--- src/rtl/branch_pred_ctrl.sv ---
// branch_pred_ctrl: direct-mapped BTB with 2-bit counters, next-PC select and mispredict redirect
module branch_pred_ctrl #(
  parameter int ENTRIES = 8
) (
  input  logic        CLK,
  input  logic        nRST,
  input  logic        ihit,
  input  logic [31:0] cpc,
  input  logic [31:0] pc4,
  output logic [31:0] npc,
  output logic        phit,
  input  logic        res_valid,
  input  logic [31:0] res_pc,
  input  logic        res_taken,
  input  logic [31:0] res_target,
  input  logic [31:0] res_pnpc,
  output logic        flush,
  output logic        busy
);
  localparam int IW = $clog2(ENTRIES);
  localparam int TW = 30 - IW;
  typedef enum logic {NORMAL, REDIRECT} state_t;
  state_t            state_q, state_d;
  logic [31:0]       redir_q, redir_d;
  logic              valid_q [ENTRIES];
  logic [TW-1:0]     tag_q   [ENTRIES];
  logic [29:0]       tgt_q   [ENTRIES];
  logic [1:0]        cnt_q   [ENTRIES];
  logic [IW-1:0]     lidx, ridx;
  logic              lhit, rhit, mispredict;
  logic [31:0]       actual;
  logic              unused_ok;
  assign unused_ok  = ^{cpc[1:0], res_pc[1:0], res_target[1:0]};
  assign lidx       = cpc[IW+1:2];
  assign ridx       = res_pc[IW+1:2];
  assign lhit       = valid_q[lidx] && tag_q[lidx] == cpc[31:IW+2];
  assign rhit       = valid_q[ridx] && tag_q[ridx] == res_pc[31:IW+2];
  assign phit       = lhit & cnt_q[lidx][1];
  assign actual     = res_taken ? res_target : res_pc + 32'd4;
  assign mispredict = res_valid && actual != res_pnpc;
  always_comb begin
    state_d = state_q;
    redir_d = redir_q;
    flush   = 1'b0;
    busy    = 1'b0;
    npc     = phit ? {tgt_q[lidx], 2'b00} : pc4;
    if (state_q == REDIRECT) begin
      flush = 1'b1;
      busy  = 1'b1;
      npc   = redir_q;
      state_d = ihit ? NORMAL : REDIRECT;
    end else if (mispredict) begin
      flush = 1'b1;
      npc   = actual;
      if (!ihit) begin
        redir_d = actual;
        state_d = REDIRECT;
      end
    end
  end
  always_ff @(posedge CLK or negedge nRST) begin
    if (!nRST) begin
      state_q <= NORMAL;
      redir_q <= '0;
    end else begin
      state_q <= state_d;
      redir_q <= redir_d;
    end
  end
  // Table writes land on the edge, so a same-cycle lookup sees the old entry.
  always_ff @(posedge CLK or negedge nRST) begin
    if (!nRST) begin
      for (int i = 0; i < ENTRIES; i++) begin
        valid_q[i] <= 1'b0;
        tag_q[i]   <= '0;
        tgt_q[i]   <= '0;
        cnt_q[i]   <= 2'b01;
      end
    end else if (res_valid) begin
      if (rhit) begin
        cnt_q[ridx] <= res_taken ? (cnt_q[ridx] == 2'b11 ? 2'b11 : cnt_q[ridx] + 2'b01)
                                 : (cnt_q[ridx] == 2'b00 ? 2'b00 : cnt_q[ridx] - 2'b01);
        if (res_taken) tgt_q[ridx] <= res_target[31:2];
      end else if (res_taken) begin
        valid_q[ridx] <= 1'b1;
        tag_q[ridx]   <= res_pc[31:IW+2];
        tgt_q[ridx]   <= res_target[31:2];
        cnt_q[ridx]   <= 2'b10;
      end
    end
  end
endmodule
--- config.mk ---
export PLATFORM = sky130hd
export DESIGN_NAME = branch_pred_ctrl
export DESIGN_NICKNAME = d
export VERILOG_FILES = /design/src/rtl/branch_pred_ctrl.sv
export SDC_FILE = /design/constraint.sdc
export NUM_CORES = 1
export LEC_CHECK = 0
export CORE_AREA = 8 8 309 191
export DETAILED_ROUTE_END_ITERATION = 12
export DIE_AREA = 0 0 317 199
export GPL_TIMING_DRIVEN = 1
export MAX_ROUTING_LAYER = met4
export PLACE_DENSITY = 0.74
export REMOVE_ABC_BUFFERS = 1
export SLEW_MARGIN = 10
export SYNTH_ARGS = -nofsm -noshare
export SYNTH_HDL_FRONTEND = slang
export SYNTH_SLANG_ARGS = --single-unit
--- constraint.sdc ---
create_clock -name CLK -period 3.6 [get_ports CLK]
set_clock_uncertainty 0.1 [all_clocks]
set_input_delay 0.36 -clock CLK [delete_from_list [all_inputs] [get_ports CLK]]
set_output_delay 0.36 -clock CLK [all_outputs]
set_load 0.05 [all_outputs]
### Word-level counts from Yosys, hierarchy flattened

Index checks and enable logic that the tools add are counted.

* $lt $le $gt $ge: 3
* equality and inequality tests: 4
* muxes and demuxes: 47
* add/sub/neg operators: 3
* bitwise operators: 10
* reduce and logical (&&, ||, !) cells: 10

Operator list (count)
* 240-bit bitwise mux: 1
* 216-bit bitwise mux: 1
* 27-bit binary-select mux with 3-bit select: 2
* 27-bit 2-to-1 mux: 5
* 32-bit 2-to-1 mux: 4
* 30-bit binary-select mux with 3-bit select: 1
* 30-bit demux with 3-bit select: 1
* 30-bit 2-to-1 mux: 3
* 27-bit demux with 3-bit select: 1
* 27-bit == test: 2
* 32-bit by 3-bit adder with 32-bit output (second input constant): 1
* 16-bit 2-to-1 mux: 2
* 32-bit != test: 1
* 16-bit bitwise mux: 1
* 2-bit 2-to-1 mux: 8
* 8-bit OR: 2
* 2-bit binary-select mux with 3-bit select: 2
* 1-bit 2-to-1 mux: 11
* 8-bit AND: 1
* 4-bit greater-or-equal comparator (second input constant): 2
* 3-bit inverter with 4-bit output: 2
* 8-bit inverter: 1
* 1-bit binary-select mux with 3-bit select: 2
* 2-bit demux with 3-bit select: 1
* 12 further kinds: 19

* bits in registers: 513
* logic and storage cells: 111
* output and inout port bits: 35

### Logic depth before layout (Yosys ltp)

Gate-level depths: netlist of run 1.

* word-level depth: 10
* depth in mapped cells: 16
* depth with buffers taken out: 10

### Worst setup path before layout of run 1

Ideal clock, no wire load.

* path type: input port to output port
* start point: in cpc[2]
* end point: out npc[24]
* setup slack: -1.218 ns
* cell stages on the path: 11
* arrival: 4.358 ns
* cells stage by stage: buf_1 > mux4_2 > mux2i_1 > xnor2_1 > nor4_1 > nand4_1 > nor4_2 > clkbuf_1 > mux2_2 > o21ai_0 > a2bb2oi_1

* word-level cells in the longest chain between the ends: 10
* elaborated cells on any way between the ends: 19
* those cells by class: eq/ne (1); mux (15); bitwise (2); reduce/logical (1)

RTL lines
* from (decl): line 8 `input logic [31:0] cpc,`
* 3-bit inverter with 4-bit output (not written as such) (*): line 36, 38
* 27-bit binary-select mux with 3-bit select: line 36 `assign lhit = valid_q[lidx] && tag_q[lidx] == cpc[31:IW+2];`
* 27-bit 2-to-1 mux (not written as such) (2 in series): line 36
* 27-bit == test: line 36
* 1-bit logical AND: line 36
* 1-bit AND (*): line 38 `assign phit = lhit & cnt_q[lidx][1];`
* named net phit: line 11 `output logic phit,`
* 32-bit 2-to-1 mux (*): line 46 `npc = phit ? {tgt_q[lidx], 2'b00} : pc4;`
* 32-bit 2-to-1 mux (*): line 52 `end else if (mispredict) begin`
* 32-bit 2-to-1 mux (*): line 47 `if (state_q == REDIRECT) begin`
* to (decl): line 10 `output logic [31:0] npc,`

Mark *: on every way through the listed nets, which the timed path passes. The rest lies on a longest branch. The select of a mux whose other input is x is not followed.

### Final worst setup path of run 1

* start point: reg tag_q[80] (netlist bit)
* end point: out npc[10]

* word-level cells in the longest chain between the ends: 9

RTL lines
* from (decl): line 26 `logic [TW-1:0] tag_q [ENTRIES];`
* from (signal, indexed assignment): line 86 `tag_q[ridx] <= res_pc[31:IW+2];`
* 27-bit binary-select mux with 3-bit select: line 36
* 27-bit 2-to-1 mux (not written as such) (2 in series): line 36
* 27-bit == test: line 36
* 1-bit logical AND: line 36
* 1-bit AND: line 38
* 32-bit 2-to-1 mux: line 46
* 32-bit 2-to-1 mux: line 52
* 32-bit 2-to-1 mux: line 47

No other way between the ends. The select of a mux whose other input is x is not followed.

==> results.py, run 1 <==
metrics = {
    "setup_path": {
        "worstReg2RegStart": "tag_q[50]",
        "cpMaxStageDelayCell": "mux4_2",
        "rr_endpoint": "tag_q[146]",
        "crit_fanout": 8,
        "path_cells": "mux4_2 -> mux2i_2 -> buf_4 -> xnor2_4 -> nor4_4 -> nand4_1 -> nor4_4 -> buf_6 -> buf_12 -> buf_12 -> mux2_2 -> o21ai_2 -> a2bb2oi_2 -> buf_12",
        "r2r_slack_ns": 0.01,
        "worstSetupPathType": "flop to output pin",
        "endpoint_kind": "output pin",
        "cp_top_family": "multiplexers",
        "crit_path_max_incr_delay_ns": 0.50,
        "crit_arrival_ns": 3.93,
        "crit_top_cell": "buf_12",
        "required_ns": 3.14,
        "reg2regPathDepth": 10,
        "start_kind": "flop",
        "path_buf_inv": 5,
    },
    "hold_path": {
        "hold_end": "tgt_q[163]",
        "hp-start": "res_target[15]",
        "min_path_type": "input pin to flop",
        "min_path_cells": 3,
    },
    "timing": {
        "finalSetupTns_ns": -25.40,
        "worst_slack_ns": -0.792,
        "hold_viol_final": 0,
        "setup_viol": 131,
        "min_period_over_period_pct": 122,
        "slew_viol_final": 0,
        "period_needed_ns": 4.39,
        "max_freq_ghz": 0.228,
        "rsz0062_at_grt": "yes",
        "slew_headroom_pct": 21.3,
        "worst_pin_slew_ns": 1.18,
    },
    "floorplanning": {
        "ios": 200,
        "placementRows": 67,
        "start_util_pct": 53.1,
        "die_h_microns": 199,
        "die_x_microns": 317,
        "core_sq_mm": 0.0547,
        "dieArea_sq_mm": 0.0631,
    },
    "power": {
        "power_frac_seq_pct": 42.4,
        "power.internal_mw": 13.2,
        "combPwrFrac_pct": 28.3,
        "swShare_pct": 29.7,
        "p_leak_nw": 16.4,
        "vdd_drop_max_uv": 423,
        "power_switching_mw": 5.55,
        "p_clk_share_pct": 29.3,
        "cellPowerDensity_mw_per_mm2": 488,
    },
    "placed_design": {
        "place.gp.congestion": 1.01,
        "placedCellCount": 3355,
        "dp_slack_ns": -1.42,
        "place_hpwl_mm": 70.8,
        "portBuffers": 197,
        "place_area_sq_mm": 0.0348,
    },
    "finish": {
        "mostFrequentLayoutCell": "mux2_2",
        "post-route-util_pct": 70.1,
        "n_fill_cell": 3644,
        "instances_no_fill": 3514,
        "mostFrequentLayoutCells": "mux2_2 (508), dfrtp_1 (505), buf_4 (373), mux4_2 (138), clkdlybuf4s50_1 (130)",
        "stdcell_area_sq_mm": 0.0384,
        "finalNetCount": 2913,
        "drive_gt1_share_pct": 52.7,
        "syn2layout_area_growth_pct": 31.8,
    },
    "route": {
        "drt-total-wl_mm": 104,
        "wl_per_cell_microns": 29.5,
        "viasPerCell": 6.61,
        "initialDrtViolationCount": 3045,
        "ant_nets": 0,
        "dr_total_vias": 23200,
        "drtPass1Iterations": 6,
        "drc": 0,
    },
    "global_route": {
        "grt_max_degree": 113,
        "grt_pass1_wl_mm": 152,
        "grt_antenna_before_repair": 5,
        "grt_pass1_vias": 23600,
        "grt.total_usage_pct": 32.6,
        "grt_overflow": 0,
    },
    "clock_tree": {
        "clkTransAtPathRegs_ns": 0.07,
        "cts_buffer_depth": 3,
        "cts_num_sinks": 513,
        "insertion_delay_ns": 0.61,
        "numCtsBuffers": 50,
        "cts_tree": "yes",
        "root_buffer": "clkbuf_16",
        "cts.htree.levels": 2,
    },
    "logic_synthesis": {
        "netlist_instances": 2255,
        "ys_seq_area_share_pct": 44.2,
        "synthFlopType": "dfrtp_1",
        "netlist_area_sq_mm": 0.0291,
        "synth_warnings": 0,
        "synth_seq_cells": 513,
        "async_reset_ff_share_pct": 100,
        "ys_types": 82,
        "synth_edf_count": 0,
        "avgSynthCellArea_sq_um": 12.9,
    },
    "status": {
        "violations": "negative setup slack",
        "status": "finished with violations",
    },
    "flow_run": {
        "maxCapViolCount": 0,
    },
}
==> logic make-up after synthesis <==
kind of cell,synth area share (%)
muxes,35.4
AOI/OAI and AO/OA,7.06
DFF,44.2
and+or+nand+nor,5.78
buffers and inverters,3.77
xor gates and xnor gates,3.70
adders and majority gates,0.112
==> layout make-up <==
cell class | instances | area [sq um] | share of cell area, %
diodes | 4 | 10.0 | 0.0261
multi-input cells | 1496 | 16100 | 42.1
clock inverters | 29 | 307 | 0.799
inverters | 27 | 105 | 0.274
clock buffers | 62 | 1360 | 3.54
well taps | 724 | 906 | 2.36
flip-flops and latches | 513 | 12800 | 33.5
repair buffers | 659 | 6690 | 17.4
==> flip-flops by register name, summed over array words and instances, names as in the netlist <==
| name | count |
|---|---|
| tag_q | 216 |
| redir_q | 32 |
| state_q | 1 |
| valid_q | 8 |
| tgt_q | 240 |
| cnt_q | 16 |
==> Yosys cell counts (6+ instances only) <==
cell       number  area, sq um
nor4_1         17          106
o22ai_1         8         50.1
o21ai_0        83          415
a2bb2oi_1      30          263
and3_1         10         62.6
o2111ai_1       6         52.6
a32o_1          8         80.1
xnor2_1        77          674
buf_2          48          240
and2_1          7         43.8
mux2_2        532         5990
mux4_2        138         3110
nand4_1        27          169
or2_2           7         43.8
clkbuf_1      123          462
nor2_1         55          206
nand2_1        61          229
o211ai_1        8         60.1
dfrtp_1       505        12600
and4_1          6         52.6
xor2_1         38          333
nor3b_1         8         60.1
or4_1           6         45.0
a221oi_1       16          140
buf_4           9         67.6
inv_1          24         90.1
a21oi_1        17         85.1
nor2b_1        21          131
nand2b_1       23          144
a31oi_1        37          231
or3_1           6         37.5
mux2_4         29          435
nand3_1        31          155
buf_1          32          120
nor3_1         10         50.1
dfstp_2         8          210
a22oi_1        18          135
mux2i_1        76          761
==> what timing repair did <==
item                                    CTS  global route
gates cloned                              4            10
hold buffers                              1             0
endpoints found under the setup margin  283           282
gates resized for setup                 227           144
pin swaps                                31            37
endpoints found under the hold margin    99             0
setup buffers                            32            21
==> through the flow <==
stage	power [mW]	hold slack [ns]
finish	18.7	0.112
global route	19.4	0.118
CTS	18.5	0.157
detailed placement	12.9	0.376
global placement	12.6	0.369
floorplan	10.6	-0.0356
==> worst register-to-register path: cells and delay by family, from the launching register on <==
family	cells	cell delay, ns
multiplexers	3	1.17
AND/OR/NAND/NOR	4	1.16
buffers and inverters	2	0.43
flip-flops	1	0.40
XOR/XNOR	1	0.20
==> power by group through the flow <==
stage / Clock, mW / Sequential, mW / Combinational (mW)
global placement: 0 / 7.82 / 4.74
floorplan: 0 / 7.65 / 2.99
finish: 5.48 / 7.94 / 5.29
CTS: 5.50 / 7.87 / 5.09
detailed placement: 0 / 7.95 / 4.91
global route: 5.73 / 8.06 / 5.57
==> layer usage <==
layer	GRT usage [%]	up-vias	share of wire [%]
met2	47.3	1386	44
met3	7.98	202	11
li1	-	9517	-
met4	8.21	0	2.8
met1	46.1	12100	42
met5	-	-	0
==> how the worst max path moves through the flow <==
stage                          from       to  slack, ns  cells after the start
after detailed placement  res_pc[5]   npc[7]      -1.42                     13
after global placement    res_pc[5]   npc[7]      -1.36                     15
final                     tag_q[80]  npc[10]      -0.79                     14
after global routing      tag_q[88]   npc[9]      -0.88                     13
after CTS                 tag_q[10]   npc[3]      -0.85                     16
after floorplan              cpc[2]  npc[10]      -2.36                      9
No activity file was read; power rests on OpenSTA's default activity.
==> run 2: changes to the inputs <==
--- a/config.mk
+++ b/config.mk
@@ -10,7 +10,7 @@
 export DIE_AREA = 0 0 317 199
 export GPL_TIMING_DRIVEN = 1
 export MAX_ROUTING_LAYER = met4
-export PLACE_DENSITY = 0.74
+export PLACE_DENSITY = 0.77
 export REMOVE_ABC_BUFFERS = 1
 export SLEW_MARGIN = 10
 export SYNTH_ARGS = -nofsm -noshare
==> run 2 against run 1 <==
The flow still finishes with violations (negative setup slack). Critical path depth fell by 2. Clock power up 3%. Sequential power hardly changed.
==> results.py, run 2 (synthesized netlist as in run 1, its figures left out) <==
metrics = {
    "timing": {
        "rsz0062_at_grt": "yes",
        "slew_viol_final": 0,
        "worst_pin_slew_ns": 0.823,
        "min_period_over_period_pct": 119,
        "hold_slack_ns": 0.0531,
        "worst_slack_ns": -0.680,
        "setup_viol": 65,
        "period_needed_ns": 4.28,
        "max_freq_ghz": 0.234,
        "slew_headroom_pct": 45.1,
        "hold_viol_final": 0,
    },
    "clock_tree": {
        "cts_buffer_depth": 3,
        "cts_num_sinks": 513,
        "numCtsBuffers": 49,
        "root_buffer": "clkbuf_16",
        "clkTransAtPathRegs_ns": 0.07,
        "insertion_delay_ns": 0.58,
        "cts_tree": "yes",
        "cts.htree.levels": 2,
    },
    "power": {
        "cellPowerDensity_mw_per_mm2": 493,
        "power.internal_mw": 13.3,
        "p_clk_share_pct": 29.8,
        "finalPower_mw": 18.9,
        "p_leak_nw": 16.4,
        "power_frac_seq_pct": 42.1,
        "power_switching_mw": 5.56,
        "vdd_drop_max_uv": 419,
        "combPwrFrac_pct": 28.2,
        "swShare_pct": 29.4,
    },
    "placed_design": {
        "place.gp.congestion": 1.00,
        "placedCellCount": 3354,
        "place_area_sq_mm": 0.0347,
        "place_hpwl_mm": 70.8,
        "portBuffers": 197,
    },
    "global_route": {
        "grt_antenna_before_repair": 5,
        "grt_pass1_vias": 23400,
        "grt.total_usage_pct": 32.6,
        "grt_pass1_wl_mm": 152,
        "grt_max_degree": 88,
        "grt_overflow": 0,
    },
    "route": {
        "wl_per_cell_microns": 29.6,
        "drc": 0,
        "dr_total_vias": 23200,
        "viasPerCell": 6.61,
        "ant_nets": 0,
        "drtPass1Iterations": 7,
        "drt-total-wl_mm": 104,
        "initialDrtViolationCount": 2808,
    },
    "finish": {
        "stdcell_area_sq_mm": 0.0383,
        "reg_top3": "tgt_q: 240 flops, tag_q: 216 flops, redir_q: 32 flops",
        "mostFrequentLayoutCells": "mux2_2 (512), dfrtp_1 (505), buf_4 (375), mux4_2 (138), clkdlybuf4s50_1 (128)",
        "largest_register_ffs": 240,
        "register_area_sq_mm": 0.0128,
        "finalNetCount": 2900,
        "mostFrequentLayoutCell": "mux2_2",
        "n_fill_cell": 3653,
        "instances_no_fill": 3505,
        "drive_gt1_share_pct": 52.4,
        "regMostFlops": "tgt_q",
        "syn2layout_area_growth_pct": 31.8,
        "multiInputGateArea_sq_mm": 0.0162,
    },
    "status": {
        "violations": "negative setup slack",
        "status": "finished with violations",
    },
    "floorplanning": {
        "dieArea_sq_mm": 0.0631,
        "ios": 200,
        "core_sq_mm": 0.0547,
        "die_x_microns": 317,
        "placementRows": 67,
        "die_h_microns": 199,
        "start_util_pct": 53.1,
    },
    "setup_path": {
        "r2r_slack_ns": 0.10,
        "endpoint_kind": "output pin",
        "worstReg2RegStart": "tag_q[42]",
        "required_ns": 3.14,
        "start_kind": "flop",
        "crit_start": "tag_q[196]",
        "worstSetupPathType": "flop to output pin",
        "crit_fanout": 7,
        "crit_arrival_ns": 3.82,
    },
    "flow_run": {
        "maxCapViolCount": 0,
    },
    "hold_path": {
        "min_path_type": "input pin to flop",
        "hp-start": "res_pc[5]",
    },
}
-- run 2: cell count changes in the layout (fill, tap and decap cells not counted), sizes merged, moves of 2 or more --
cell and change:
dlygate4sd2 +2, diode +2, dlymetal6s2s +2, clkdlybuf4s50 -2
buf -9, clkinv -3, clkbuf -2
-- run 2: area by class of cell --
| type | count | area share, % |
|---|---|---|
| antenna | 6 | 0.0392 |
| clock buffer | 65 | 3.68 |
| clock inverter | 27 | 0.849 |
| inverter | 27 | 0.264 |
| multi-input combinational | 1496 | 42.2 |
| sequential | 513 | 33.5 |
| tap | 724 | 2.36 |
| timing repair buffer | 647 | 17.0 |
-- run 2: path summary, 6_finish.rpt --
kind,endpoint,depth (start not counted)
max,npc[9],12
max reg2reg,tag_q[211],11
min in group asynchronous,tag_q[26],2
min reg2reg,tgt_q[8],2
min,tag_q[54],3
max in group asynchronous,tgt_q[212],4
-- run 2: routing by layer --
layer  up-vias  wire, microns  track usage (%)  part of all wire [%]
li1       9475              -                -                     -
met1     12100          43800             46.8                    42
met2      1423          44800             46.5                    43
met3       235          12300             8.34                    12
met4         0           3000             7.21                   2.9
met5         -              0                -                     0
-- run 2: repair_timing --
item                                    CTS  global route
pin swaps                                61            24
gates cloned                              7             7
resized for setup                       226           126
buffers inserted                         34             8
hold endpoints to repair                 71             0
hold buffers                              1             0
endpoints found under the setup margin  283           282
-- run 2: worst max-delay path, cell delays in order, from the launching register on --
cell       delay, ns
dfrtp_1         0.43
mux4_2          0.49
mux2i_1         0.22
xnor2_1         0.12
nor4_2          0.43
nand2_4         0.12
nor4_4          0.34
buf_12          0.21
buf_12          0.15
mux2_2          0.34
o21ai_1         0.10
a2bb2oi_2       0.12
buf_12          0.16
-- run 2: power by group through the flow --
stage / Sequential [mW] / Clock [mW] / Combinational [mW]
2_1_floorplan: 7.65 / 0 / 2.99
3_3_place_gp: 7.81 / 0 / 4.75
3_5_place_dp: 7.96 / 0 / 4.91
4_1_cts: 7.88 / 5.67 / 5.12
5_1_grt: 8.07 / 5.90 / 5.60
6_report: 7.94 / 5.62 / 5.32
-- run 2: through the flow --
stage / setup TNS [ns] / util [%] / setup WS (ns)
2_1_floorplan: -217.16 / - / -2.36
3_3_place_gp: -222.37 / 63.4 / -1.27
3_5_place_dp: -246.68 / 63.4 / -1.43
4_1_cts: -25.45 / 68.7 / -0.686
5_1_grt: -28.28 / 70.0 / -0.734
6_report: -24.55 / 70.0 / -0.680
